==> config.mk <==
export PLATFORM = sky130hd
export DESIGN_NAME = fib_sched
export DESIGN_NICKNAME = d
export VERILOG_FILES = /design/src/rtl/fib_pkg.sv /design/src/rtl/fib_rr_arb.sv /design/src/rtl/fib_sched.sv
export SDC_FILE = /design/constraint.sdc
export NUM_CORES = 1
export LEC_CHECK = 0
export CAP_MARGIN = 10
export CORE_MARGIN = 5
export CORE_UTILIZATION = 32
export DETAILED_ROUTE_END_ITERATION = 10
export PLACE_DENSITY = 0.7
export SETUP_SLACK_MARGIN = 0.2
export SLEW_MARGIN = 20
export SYNTH_ARGS = -nofsm -noshare
export SYNTH_HDL_FRONTEND = slang
export SYNTH_SLANG_ARGS = --single-unit
==> constraint.sdc <==
create_clock -name clk -period 2.5 [get_ports clk]
set_clock_uncertainty 0.2 [all_clocks]
set_input_delay 0.25 -clock clk [delete_from_list [all_inputs] [get_ports clk]]
set_output_delay 0.25 -clock clk [all_outputs]
set_load 0.05 [all_outputs]
==> src/rtl/fib_pkg.sv <==
// Shared types and defaults for the Fibonacci engine scheduler.
package fib_pkg;
   localparam int FIB_W       = 32;
   localparam int FIB_TIMEOUT = 256;

   typedef enum logic [2:0] {
      IDLE,
      GRANT,
      START,
      WAIT_LOW,
      WAIT_HIGH,
      RESP
   } state_t;
endpackage

==> src/rtl/fib_rr_arb.sv <==
// Combinational round-robin arbiter: first set request at or above ptr, wrapping.
module fib_rr_arb #(
   parameter int NREQ = 4,
   parameter int IDW  = 2
) (
   input  logic [NREQ-1:0] req,
   input  logic [IDW-1:0]  ptr,
   input  logic            en,
   output logic [IDW-1:0]  win,
   output logic            win_valid
);
   logic [2*NREQ-1:0] req_dbl;
   logic [NREQ-1:0]   rot;
   logic [IDW:0]      sum;

   // Rotating a doubled copy puts requester ptr at bit 0 without a modulo index.
   assign req_dbl = {req, req};
   assign rot     = NREQ'(req_dbl >> ptr);

   always_comb begin
      sum       = '0;
      win_valid = 1'b0;
      for (int k = NREQ - 1; k >= 0; k--) begin
         if (rot[k]) begin
            sum       = {1'b0, ptr} + (IDW + 1)'(k);
            win_valid = en;
         end
      end
      if (sum >= (IDW + 1)'(NREQ)) begin
         sum = sum - (IDW + 1)'(NREQ);
      end
      win = sum[IDW-1:0];
   end
endmodule

==> src/rtl/fib_sched.sv <==
// Round-robin scheduler sharing one Fibonacci engine among NREQ requesters,
// with a watchdog that turns a hung engine into an error response.
module fib_sched
   import fib_pkg::*;
#(
   parameter int W       = FIB_W,
   parameter int NREQ    = 4,
   parameter int IDW     = 2,
   parameter int TIMEOUT = FIB_TIMEOUT
) (
   input  logic              clk,
   input  logic              rst_n,
   input  logic [NREQ-1:0]   req_valid,
   input  logic [NREQ*W-1:0] req_n,
   output logic [NREQ-1:0]   req_ready,
   output logic              rsp_valid,
   output logic [IDW-1:0]    rsp_id,
   output logic [W-1:0]      rsp_fibn,
   output logic              rsp_err,
   input  logic              rsp_ready,
   output logic [W-1:0]      eng_n,
   output logic              eng_start,
   input  logic [W-1:0]      eng_fibn,
   input  logic              eng_done
);
   localparam int WDW   = $clog2(TIMEOUT) + 1;
   localparam int NSLOT = 2 ** IDW;
   localparam logic [WDW-1:0] WD_LAST = WDW'(TIMEOUT - 1);

   state_t          state;
   logic [IDW-1:0]  ptr;
   logic [IDW-1:0]  win;
   logic            win_valid;
   logic            arb_en;
   logic [WDW-1:0]  wdog;
   logic [WDW-1:0]  wdog_inc;
   logic [NREQ-1:0] win_onehot;
   logic [W-1:0]    slot_n [NSLOT];

   genvar gi;
   generate
      for (gi = 0; gi < NSLOT; gi++) begin : g_slot
         if (gi < NREQ) begin : g_used
            assign slot_n[gi] = req_n[gi*W +: W];
         end else begin : g_unused
            assign slot_n[gi] = '0;
         end
      end
      for (gi = 0; gi < NREQ; gi++) begin : g_onehot
         assign win_onehot[gi] = (win == IDW'(gi));
      end
   endgenerate

   // Arbitrate only when a grant is actually possible (idle and engine free).
   assign arb_en   = (state == IDLE) && eng_done;
   assign wdog_inc = (wdog == '1) ? wdog : wdog + 1'b1;

   fib_rr_arb #(
      .NREQ(NREQ),
      .IDW (IDW)
   ) u_arb (
      .req      (req_valid),
      .ptr      (ptr),
      .en       (arb_en),
      .win      (win),
      .win_valid(win_valid)
   );

   always_ff @(posedge clk or negedge rst_n) begin
      if (!rst_n) begin
         state     <= IDLE;
         ptr       <= '0;
         wdog      <= '0;
         req_ready <= '0;
         rsp_valid <= 1'b0;
         rsp_id    <= '0;
         rsp_fibn  <= '0;
         rsp_err   <= 1'b0;
         eng_n     <= '0;
         eng_start <= 1'b0;
      end else begin
         req_ready <= '0;
         eng_start <= 1'b0;
         case (state)
            IDLE: begin
               if (win_valid) begin
                  req_ready <= win_onehot;
                  eng_n     <= slot_n[win];
                  rsp_id    <= win;
                  ptr       <= (win == IDW'(NREQ - 1)) ? '0 : win + 1'b1;
                  state     <= GRANT;
               end
            end
            GRANT: begin
               eng_start <= 1'b1;
               state     <= START;
            end
            START: begin
               wdog  <= '0;
               state <= WAIT_LOW;
            end
            WAIT_LOW: begin
               if (!eng_done) begin
                  wdog  <= wdog_inc;
                  state <= WAIT_HIGH;
               end else if (wdog != '0) begin
                  // Done never dropped: the engine finished with zero latency.
                  rsp_fibn  <= eng_fibn;
                  rsp_err   <= 1'b0;
                  rsp_valid <= 1'b1;
                  state     <= RESP;
               end else begin
                  wdog <= wdog_inc;
               end
            end
            WAIT_HIGH: begin
               if (eng_done) begin
                  rsp_fibn  <= eng_fibn;
                  rsp_err   <= 1'b0;
                  rsp_valid <= 1'b1;
                  state     <= RESP;
               end else if (wdog == WD_LAST) begin
                  rsp_fibn  <= '0;
                  rsp_err   <= 1'b1;
                  rsp_valid <= 1'b1;
                  state     <= RESP;
               end else begin
                  wdog <= wdog_inc;
               end
            end
            RESP: begin
               if (rsp_ready) begin
                  rsp_valid <= 1'b0;
                  state     <= IDLE;
               end
            end
            default: state <= IDLE;
         endcase
      end
   end
endmodule

==> metrics.txt <==
placed cell count=866; HP Start=rsp_id[0]$_DFFE_PN0P_; Crit Path Class=reg -> reg; Sw Ratio=0.457; Reg clk slew, reported paths=0.06 ns; Hold Crit Depth=2; Worst-Margin Slew=0.706 ns; Worst setup SP type=flip-flop; critical path's largest stage delay=0.43 ns; crit-path max FO=4; most used routing layer=met2; final core occ=0.581; endpoints failing setup=5; compound-gate portion of the synthesized area=0.245; setup TNS=-0.130 ns; final worst slack=-0.0383 ns; Synth Warn #=0; number of I/O port buffers=240; Pwr Density=1160 nW/µm²; Worst-Skew Late Latency=0.33 ns; Pins Over Slew Limit=0; vias in the first global route=4,947; global-route wire length before repair=24.9 mm; R2R Path Start=wdog[1]$_DFFE_PN0P_; share of layout cells above drive strength 1=0.177; Yosys reg bits=87; VDD IR max=0.546 mV; Fillers=1,189; fmax=0.394 GHz; number of distinct library cells after synthesis=50; number of max-cap violations=0; routed vias=4,626; WHS=0.280 ns; vias per cell=5.18; Horiz. Die Dim=129 µm; antenna-violating nets left=0; min Tclk post-route=2.54 ns; Remaining DRCs=0; Root Driver=clkbuf_16; H-tree depth=3; Reg-to-Reg End=wdog[3]$_DFFE_PN0P_; outcome=finished with violations; Seq/Total Area, Yosys=0.479; Switch Pwr=4280 µW; Worst EP required=2.55 ns; Core Region=13,900 µm²; Pre-antenna DRT Iters=4; design area=8090 µm²; Synth Area in Simple Gates=0.135; placer's final routability congestion estimate=0.876; clock network power share=0.134; R2R depth=10; M2 GR Usage=0.310; ys async rst share=1.00; Synth Area in XOR/XNOR=0; Max clock buf depth=2; Detailed Place HPWL=12.1 mm; largest net degree at the start of global routing=88; final net count=884; Slowest cell on crit path=or4_4; Crit path max-delay family=simple AND/OR/NAND/NOR gates; Overflow after GRT=0; worst path bufs/invs=0; M1 GR Usage=0.230; Hold Vio Cnt, Final=0; Rows=43; DRT Wirelength=16.4 mm; WL/cell=18.3 µm; Post-synth top flop=dfrtp_1; worst min-delay path class=reg -> reg; Die ar.=16,700 µm²; Non-Filler Instances=893; Synth Area per Inst=10.4 µm²; Die Span Y=129 µm; cts bufs inserted=9; largest family of logic cells by synthesized area=compound AO/OA/AOI/OAI gates; Critical Path End Type=flip-flop; Mapped Cells=437; GR Util All Layers=0.187; Mapped Nets=613; Internal=5080 µW; Final period util=1.02; Ports=241; r2r setup slk=-0.04 ns; Synth Cell Area=4550 µm²; area growth from synthesis to layout=77.9%; Hold Path End=rsp_id[0]$_DFFE_PN0P_; Logic pwr share=0.617; grt met3 use=0.0519; EDFF count, synth=0; crit path DAT=2.59 ns; Slew HR=0.528; failing checks=negative setup slack; initial antenna violation count=0; RSZ-0062 raised after global routing=true; mux contribution to synthesized area=0.0776; Initial Utilization=0.326; Reg power frac=0.249; # diodes=0; CTS Sinks=87; crit path cell chain=ha_2 > and3_4 > and3_4 > and3_4 > ha_4 > nor2_4 > nor2_4 > or3_4 > or4_4 > o211ai_2; total leakage power=0.00344 µW; 1st-iter DRT viols=248; area share of fa/ha/maj cells after synthesis=0.0220; CTS tree=built; DP Area=7430 µm²; CP dominant cell by count=and3_4
layout make-up:
class	instances	area [µm²]	share of cell area
clock inverters	6	43.8	0.00541
well taps	180	225	0.0278
inverters	8	35.0	0.00433
repair buffers	295	2940	0.363
clock buffers	10	239	0.0295
multi-input cells	307	2430	0.301
flip-flops and latches	87	2180	0.269
kinds of logic after synthesis:
| family | count (synthesis) |
|---|---|
| compound gates | 150 |
| simple gates | 115 |
| fa+ha+maj | 8 |
| flops | 87 |
| buf+inv | 44 |
| mux | 33 |
per-layer routing:
| metal | vias up | share of wire |
|---|---|---|
| met2 | 230 | 0.48 |
| met3 | 27 | 0.10 |
| met5 | - | 0 |
| li1 | 2188 | - |
| met1 | 2181 | 0.39 |
| met4 | 0 | 0.025 |
synth_stat cells, types with 2 or more instances:
cell type   n  share of area
nor3_1      3         0.0033
a211oi_1   28          0.046
nand3_1    25          0.028
nor2_1     25          0.021
o21a_1      2         0.0033
nand2_1    16          0.013
ha_1        8          0.022
o21ai_1     3         0.0033
inv_1       7         0.0058
mux2i_1    15          0.033
and2_1      5         0.0069
dfrtp_1    87           0.48
nand2b_1    5         0.0069
buf_4       3         0.0050
mux2_1     17          0.042
clkbuf_1   27          0.022
o21ai_0    27          0.030
a22o_1     32          0.062
and3_1     18          0.025
o22a_1      2         0.0039
a221o_1    19          0.042
buf_2       4         0.0044
a21oi_1    21          0.023
nor2b_1     9          0.012
o31ai_1     4         0.0066
flip-flops by register name, summed over array words and instances (netlist names):
register	flops
eng_start	1
rsp_id	2
rsp_fibn	32
state	3
rsp_err	1
req_ready	4
ptr	2
rsp_valid	1
wdog	9
eng_n	32
worst max path at each step:
stage                        startpoint                       to  slack (ns)  cells after the start
CTS                 wdog[1]$_DFFE_PN0P_      wdog[7]$_DFFE_PN0P_       -0.06                     10
global route        wdog[1]$_DFFE_PN0P_      wdog[4]$_DFFE_PN0P_        -0.1                     10
finish              wdog[1]$_DFFE_PN0P_      wdog[3]$_DFFE_PN0P_       -0.04                     10
floorplan           wdog[0]$_DFFE_PN0P_      wdog[5]$_DFFE_PN0P_       -0.04                     10
global placement    wdog[1]$_DFFE_PN0P_  rsp_fibn[6]$_DFFE_PN0P_       -0.31                      9
detailed placement         req_valid[2]    eng_n[25]$_DFFE_PN0P_       -0.39                      7
through the flow:
stage | power [µW] | setup WS, ns
floorplan | 5670 | -0.0360
global placement | 7650 | -0.310
detailed placement | 7750 | -0.387
CTS | 9260 | -0.0583
global route | 9860 | -0.0977
finish | 9350 | -0.0383
power by group through the flow:
stage                     Clock, µW  Combinational [µW]  Sequential, µW
after floorplan                   0                1600            4070
after global placement            0                5310            2330
after detailed placement          0                5410            2340
after CTS                      1290                5640            2330
after global routing           1360                6110            2390
final                          1260                5770            2330
cells in the final DEF, fill, tap and decap left out, types with 3 or more instances in the layout:
cell               n
dfrtp_1           87
and3_4             4
o31ai_2            3
nand2_1           16
buf_12             4
inv_1              7
a21oi_1           21
o21ai_1            7
nor2b_1            8
o21ai_0           20
buf_4             45
a211oi_2           3
a221o_1           19
nor2_4             5
and3_1            14
clkinv_4           3
a211oi_1          25
ha_1               5
nor2_1            21
o21ai_2            3
mux2i_1           14
mux2_4            18
nand3_1           25
a22o_1            32
and2_1             5
clkbuf_16         10
clkdlybuf4s50_1  237
nand2b_1           5
worst register-to-register path, delay by kind of cell, from the launching register on:
kind | cells | cell delay (ns)
and+or+nand+nor | 7 | 1.43
AOI/OAI and AO/OA | 1 | 0.08
DFF | 1 | 0.38
adders and majority gates | 2 | 0.36
timing repair:
item                                    in CTS  in global routing
gates resized for setup                     33                 33
setup buffers                                4                  2
endpoints found under the hold margin       87                  0
hold buffers                                 1                  0
endpoints found under the setup margin      62                 76
pin swaps                                   33                 45
gates cloned                                 2                  2
(Power assumes the default switching activity.)
